### config.mk
export PLATFORM = sky130hd
export DESIGN_NAME = sfifo
export DESIGN_NICKNAME = d
export VERILOG_FILES = /design/src/rtl/sfifo_pkg.sv /design/src/rtl/sfifo_mem.sv /design/src/rtl/sfifo.sv
export SDC_FILE = /design/constraint.sdc
export NUM_CORES = 1
export LEC_CHECK = 0
export CAP_MARGIN = 20
export CELL_PAD_IN_SITES_DETAIL_PLACEMENT = 1
export CELL_PAD_IN_SITES_GLOBAL_PLACEMENT = 1
export CORE_AREA = 2 2 121 123
export DETAILED_ROUTE_END_ITERATION = 12
export DIE_AREA = 0 0 123 125
export MAX_ROUTING_LAYER = met4
export PLACE_DENSITY_LB_ADDON = 0.1
export SYNTH_ARGS = -nofsm -noshare
export SYNTH_HDL_FRONTEND = slang
export SYNTH_SLANG_ARGS = --single-unit
export TNS_END_PERCENT = 30
### constraint.sdc
create_clock -name i_clk -period 2.65 [get_ports i_clk]
set_input_delay 0.6625 -clock i_clk [delete_from_list [all_inputs] [get_ports i_clk]]
set_output_delay 0.6625 -clock i_clk [all_outputs]
set_load 0.03 [all_outputs]
### src/rtl/sfifo_pkg.sv
// sfifo_pkg
//   Shared definitions for the single-clock FIFO:
//   - default parameter values for sfifo
//   - cnt_width(): width of pointers and fill count (one extra bit so a
//     completely full FIFO is distinguishable from an empty one)
//   - sfifo_flags_t: bundle of the status decodes produced from the count
package sfifo_pkg;

    localparam int DSIZE_DEF     = 8;
    localparam int ASIZE_DEF     = 4;
    localparam int FWFT_DEF      = 0;
    localparam int AFULL_TH_DEF  = 12;
    localparam int AEMPTY_TH_DEF = 2;

    // Pointers and count carry ASIZE+1 bits: count ranges 0..2**ASIZE.
    function automatic int cnt_width(input int asize);
        return asize + 1;
    endfunction

    typedef struct packed {
        logic wfull;
        logic afull;
        logic rempty;
        logic aempty;
    } sfifo_flags_t;

endpackage

### src/rtl/sfifo_mem.sv
// sfifo_mem
//   DEPTH x DSIZE storage for sfifo. Synchronous write port, asynchronous
//   (combinational) read port. Contents are not reset.
// Ports:
//   i_clk    : clock, write happens on the rising edge
//   i_we     : write enable
//   i_waddr  : write address
//   i_wdata  : write data
//   i_raddr  : read address
//   o_rdata  : word at i_raddr (combinational)
module sfifo_mem #(
    parameter int DSIZE = 8,
    parameter int ASIZE = 4
) (
    input  logic             i_clk,
    input  logic             i_we,
    input  logic [ASIZE-1:0] i_waddr,
    input  logic [DSIZE-1:0] i_wdata,
    input  logic [ASIZE-1:0] i_raddr,
    output logic [DSIZE-1:0] o_rdata
);

    localparam int DEPTH = 1 << ASIZE;

    logic [DSIZE-1:0] mem_q [DEPTH];

    always_ff @(posedge i_clk) begin
        if (i_we) begin
            mem_q[i_waddr] <= i_wdata;
        end
    end

    assign o_rdata = mem_q[i_raddr];

endmodule

### src/rtl/sfifo.sv
// sfifo
//   Single-clock synchronous FIFO with fill count, almost-full/almost-empty
//   thresholds, sticky overflow/underflow flags, synchronous flush and a
//   selectable read mode (registered read or first-word-fall-through).
// Ports:
//   i_clk      : clock
//   i_rst_n    : asynchronous active-low reset
//   i_wr       : write request          i_wdata : write data
//   i_rd       : read request / FWFT pop of the displayed head word
//   o_rdata    : read data
//   o_wfull    : count == DEPTH         o_afull  : count >= AFULL_TH
//   o_rempty   : count == 0             o_aempty : count <= AEMPTY_TH
//   o_count    : fill level 0..DEPTH
//   i_flush    : synchronous clear of contents (pointers/count)
//   i_clr_err  : clears o_ovf/o_udf
//   o_ovf      : sticky, write attempted while full
//   o_udf      : sticky, read attempted while empty
module sfifo
    import sfifo_pkg::*;
#(
    parameter int DSIZE     = DSIZE_DEF,
    parameter int ASIZE     = ASIZE_DEF,
    parameter int FWFT      = FWFT_DEF,
    parameter int AFULL_TH  = AFULL_TH_DEF,
    parameter int AEMPTY_TH = AEMPTY_TH_DEF
) (
    input  logic                        i_clk,
    input  logic                        i_rst_n,
    input  logic                        i_wr,
    input  logic [DSIZE-1:0]            i_wdata,
    input  logic                        i_rd,
    output logic [DSIZE-1:0]            o_rdata,
    output logic                        o_wfull,
    output logic                        o_afull,
    output logic                        o_rempty,
    output logic                        o_aempty,
    output logic [cnt_width(ASIZE)-1:0] o_count,
    input  logic                        i_flush,
    input  logic                        i_clr_err,
    output logic                        o_ovf,
    output logic                        o_udf
);

    localparam int DEPTH = 1 << ASIZE;
    localparam int CW    = cnt_width(ASIZE);

    generate
        if (ASIZE < 1 || AEMPTY_TH < 0 || AEMPTY_TH >= AFULL_TH || AFULL_TH > DEPTH) begin : g_bad_param
            $fatal(1, "sfifo: illegal parameters (need ASIZE>=1, 0<=AEMPTY_TH<AFULL_TH<=DEPTH)");
        end
    endgenerate

    logic [CW-1:0]    wptr_q, wptr_d;
    logic [CW-1:0]    rptr_q, rptr_d;
    logic [CW-1:0]    count_q, count_d;
    logic             ovf_q, ovf_d;
    logic             udf_q, udf_d;
    logic             wr_acc, rd_acc;
    logic             wr_rej, rd_rej;
    logic             mem_we;
    logic [DSIZE-1:0] mem_rdata;
    sfifo_flags_t     flags;

    // Status decodes look only at the registered count, so there is no
    // combinational path from any input to a flag.
    always_comb begin
        flags.wfull  = (count_q == CW'(DEPTH));
        flags.afull  = (count_q >= CW'(AFULL_TH));
        flags.rempty = (count_q == '0);
        flags.aempty = (count_q <= CW'(AEMPTY_TH));
    end

    assign o_wfull  = flags.wfull;
    assign o_afull  = flags.afull;
    assign o_rempty = flags.rempty;
    assign o_aempty = flags.aempty;
    assign o_count  = count_q;
    assign o_ovf    = ovf_q;
    assign o_udf    = udf_q;

    // Flush masks both requests: nothing is stored or popped and no error
    // is raised in that cycle.
    always_comb begin
        wr_acc = i_wr & ~flags.wfull  & ~i_flush;
        rd_acc = i_rd & ~flags.rempty & ~i_flush;
        wr_rej = i_wr &  flags.wfull  & ~i_flush;
        rd_rej = i_rd &  flags.rempty & ~i_flush;
    end

    always_comb begin
        wptr_d = wptr_q;
        rptr_d = rptr_q;
        if (i_flush) begin
            wptr_d = '0;
            rptr_d = '0;
        end else begin
            if (wr_acc) begin
                wptr_d = wptr_q + CW'(1);
            end
            if (rd_acc) begin
                rptr_d = rptr_q + CW'(1);
            end
        end
        // The extra pointer bit makes the modular difference exact over
        // 0..DEPTH, so the count follows the pointers without its own
        // increment/decrement bookkeeping.
        count_d = wptr_d - rptr_d;
        // A fresh error in the same cycle as a clear keeps the flag set.
        ovf_d = wr_rej | (ovf_q & ~i_clr_err);
        udf_d = rd_rej | (udf_q & ~i_clr_err);
    end

    always_ff @(posedge i_clk or negedge i_rst_n) begin
        if (!i_rst_n) begin
            wptr_q  <= '0;
            rptr_q  <= '0;
            count_q <= '0;
            ovf_q   <= 1'b0;
            udf_q   <= 1'b0;
        end else begin
            wptr_q  <= wptr_d;
            rptr_q  <= rptr_d;
            count_q <= count_d;
            ovf_q   <= ovf_d;
            udf_q   <= udf_d;
        end
    end

    // The storage has no reset; block writes while reset is held so no word
    // lands in the array from a request overlapping reset.
    assign mem_we = wr_acc & i_rst_n;

    sfifo_mem #(
        .DSIZE (DSIZE),
        .ASIZE (ASIZE)
    ) u_mem (
        .i_clk   (i_clk),
        .i_we    (mem_we),
        .i_waddr (wptr_q[ASIZE-1:0]),
        .i_wdata (i_wdata),
        .i_raddr (rptr_q[ASIZE-1:0]),
        .o_rdata (mem_rdata)
    );

    generate
        if (FWFT == 0) begin : g_reg_read
            // Head word is captured on the popping edge and held until the
            // next accepted read.
            logic [DSIZE-1:0] rdata_q;

            always_ff @(posedge i_clk or negedge i_rst_n) begin
                if (!i_rst_n) begin
                    rdata_q <= '0;
                end else if (rd_acc) begin
                    rdata_q <= mem_rdata;
                end
            end

            assign o_rdata = rdata_q;
        end else begin : g_fwft
            // Head word is always on the output; only meaningful when not empty.
            assign o_rdata = mem_rdata;
        end
    endgenerate

endmodule

==> impl_metrics.py <==
metrics = {
    "status": {
        "status": "finished, violations left",
        "violations": "setup timing",
    },
    "timing": {
        "fmax_mhz": 356,
        "slew_headroom_pct": 59.7,
        "rsz0062_at_grt": "yes",
        "hold_viol": 0,
        "post-route-min-period_ns": 2.81,
        "worstMarginPinSlew_ns": 0.602,
        "drv_slew": 0,
        "period_share_pct": 106,
        "tns_ns": -0.161,
        "fin_skew_ns": 0.00753,
        "hold_ws_ns": 0.487,
        "finalSetupViolations": 1,
        "worst_slack_ns": -0.161,
    },
    "final_layout": {
        "multi_input_area_mm2": 0.00164,
        "drive_gt1_share_pct": 29.5,
        "layout.cells.non_filler": 624,
        "n_antenna_cell": 0,
        "nFillCells": 1336,
        "nets": 451,
        "final_util_pct": 53.8,
        "final-seq-area_mm2": 0.00447,
        "area_growth_pct": 22.9,
    },
    "synthesis": {
        "synth_cells": 342,
        "synthAdderAreaFrac_pct": 2.13,
        "async_reset_ff_share_pct": 16.3,
        "synth_top_cell_area_share_pct": 61.8,
        "synth_compound_area_share_pct": 4.67,
        "synthFlopType": "edfxtp_1",
        "ys_seq_elements": 153,
        "synth_edf_count": 128,
        "ys_warn_count": 0,
        "synth_cell_types": 41,
        "synth_simple_gate_area_share_pct": 5.61,
        "synth_area_leaders": "edfxtp_1 62%, mux4_2 12%, dfrtp_1 10%, ha_1 1.8%, nor2_1 1.4%",
        "synth_top_family_by_area": "multiplexers",
        "syn-cell-area_mm2": 0.00622,
        "synth.area.mux_share_pct": 11.7,
        "yosys-top-cells-count": "128 x edfxtp_1, 32 x mux4_2, 25 x dfrtp_1",
        "ys_seq_area_share_pct": 71.9,
        "yosysMostFrequentCell": "edfxtp_1",
        "syn-num-nets": 366,
        "avgSynthCellArea_um2": 18.2,
        "yosysTopAreaCell": "edfxtp_1",
        "synthXorXnorAreaFrac_pct": 1.85,
    },
    "placed_design": {
        "dp_cells": 592,
        "gp_congestion": 0.775,
        "io_buffers": 32,
        "hpwl_um": 9020,
    },
    "pwr": {
        "pwr-share-seq_pct": 41.4,
        "power_w": 0.00685,
        "clock_power_share_pct": 33.8,
        "p_leak_nw": 2.68,
        "p_per_area_mw_per_mm2": 896,
        "switching_share_pct": 28.8,
        "p_int_w": 0.00487,
        "switching_power_w": 0.00197,
        "pwr-share-comb_pct": 24.8,
        "peakVddDrop_mv": 0.436,
    },
    "grt": {
        "grt_first_pass_wirelength_um": 21800,
        "overflow": 0,
        "grt_usage_pct": 20.3,
        "grt_max_degree": 35,
        "first_global_vias": 3649,
        "antenna_found_initial": 0,
    },
    "floorplanning": {
        "die_w_um": 123,
        "start_util_pct": 43.8,
        "ios": 33,
        "core_mm2": 0.0142,
        "rows": 44,
        "dieHeight_um": 125,
        "die_area_mm2": 0.0154,
    },
    "worst_setup_path": {
        "criticalPathCategory": "flop to flop",
        "end_kind": "flop",
        "startpoint_type": "flop",
        "required_ns": 2.98,
        "cp_max_fo": 3,
        "path_cells": "or4_4, o21a_4, buf_6, xnor2_1, nor2_1, ha_2, fa_2, nor2b_1, o21ai_1, nand2b_1, a31o_2, o32ai_2",
        "cp_slowest_cell": "or4_4",
        "cpPeakStageDelay_ns": 0.55,
        "arrival_ns": 3.14,
    },
    "cts": {
        "cts.sinks": 153,
        "cts_htree_levels": 4,
        "clock_path_buffers": 2,
        "insertion_delay_ns": 0.42,
        "holdBufCountCts": 0,
        "clock-root-buffer": "clkbuf_16",
        "clk_pin_slew_ns": 0.06,
        "numCtsBuffers": 17,
        "postCtsSetupBuffers": 0,
        "cts_tree": "done",
    },
    "detailed_routing": {
        "avgRoutedWirePerCell_um": 21.7,
        "remaining_drc_errors": 0,
        "antenna_left": 0,
        "viasPerCell": 5.32,
        "wl_um": 13500,
        "first_iter_violations": 242,
        "vias": 3318,
        "dr.pass1.iters": 4,
    },
    "run": {
        "cap_violations": 0,
    },
    "hold_path": {
        "hold_path.class": "flop to flop",
    },
}
-- through the flow --
| stage | instance area [µm²] | setup WS, ns |
|---|---|---|
| global placement | 7070 | -0.431 |
| finish | 7640 | -0.161 |
| detailed placement | 7070 | -0.466 |
| global route | 7640 | -0.313 |
| CTS | 7640 | -0.213 |
| floorplan | 6220 | -0.253 |
-- metal layers --
layer | vias up | track usage [%] | wire (µm)
met3 | 10 | 4.38 | 371
met4 | 0 | 6.22 | 150
li1 | 1510 | - | -
met1 | 1751 | 28.5 | 6510
met5 | - | - | 0
met2 | 47 | 30.0 | 6510
-- final cells by class --
| type | instances | share of cell area, % |
|---|---|---|
| clock inverter | 15 | 1.82 |
| sequential | 153 | 58.5 |
| clock buffer | 17 | 5.57 |
| timing repair buffer | 82 | 9.17 |
| tap | 184 | 3.01 |
| multi-input combinational | 163 | 21.4 |
| inverter | 10 | 0.491 |
-- repair_timing --
item	4_1_cts	5_1_grt
pin swaps	2	2
resized for setup	10	7
setup endpoints to repair	5	3
-- state kept, by name (all words and copies together) (netlist names) --
register / cells
o_ovf: 1
wptr_q: 5
rptr_q: 5
u_mem.mem_q: 128
o_rdata: 8
o_count: 5
o_udf: 1
-- cell families (layout without fill, tap and decap cells) --
group                      after synthesis  after routing
DFF                                    153            153
and+or+nand+nor                         71             71
AOI/OAI and AO/OA                       38             38
muxes                                   33             33
buffers and inverters                   26            124
xor gates and xnor gates                11             11
adders and majority gates               10             10
-- final timing paths --
path | from | to | slack [ns] | depth (start not counted)
worst max-delay path | o_count[2] | o_count[4] | -0.16 | 12
worst min register to register | o_rdata[3] | o_rdata[3] | 0.49 | 2
min in group asynchronous | i_rst_n | o_rdata[4] | 0.70 | 2
max in group asynchronous | i_rst_n | rptr_q[0] | 1.66 | 2
worst max register to register | o_count[2] | o_count[4] | -0.16 | 12
worst min-delay path | o_rdata[3] | o_rdata[3] | 0.49 | 2
-- cells in the final DEF, fill, tap and decap left out, types with 9 or more instances in the layout --
master,instances
edfxtp_1,128
o21ai_0,10
buf_4,48
inv_1,9
clkbuf_16,17
dfrtp_1,24
nand2_1,17
mux4_2,32
clkdlybuf4s50_1,29
nor2_1,24
-- power groups by stage --
| stage | Clock [W] | Sequential [W] | Combinational [W] |
|---|---|---|---|
| finish | 0.00231 | 0.00283 | 0.00170 |
| global route | 0.00246 | 0.00285 | 0.00184 |
| global placement | 0 | 0.00288 | 0.00170 |
| floorplan | 0 | 0.00305 | 0.000887 |
| CTS | 0.00236 | 0.00284 | 0.00173 |
| detailed placement | 0 | 0.00289 | 0.00172 |
-- worst max-delay path, delay by kind of cell (launching register included) --
kind | cells | cell delay [ns]
compound gates | 4 | 0.77
buf+inv | 1 | 0.12
xor+xnor | 1 | 0.11
fa+ha+maj | 2 | 0.45
simple gates | 4 | 0.87
flops | 1 | 0.40
No activity file was read; power rests on OpenSTA's default activity.
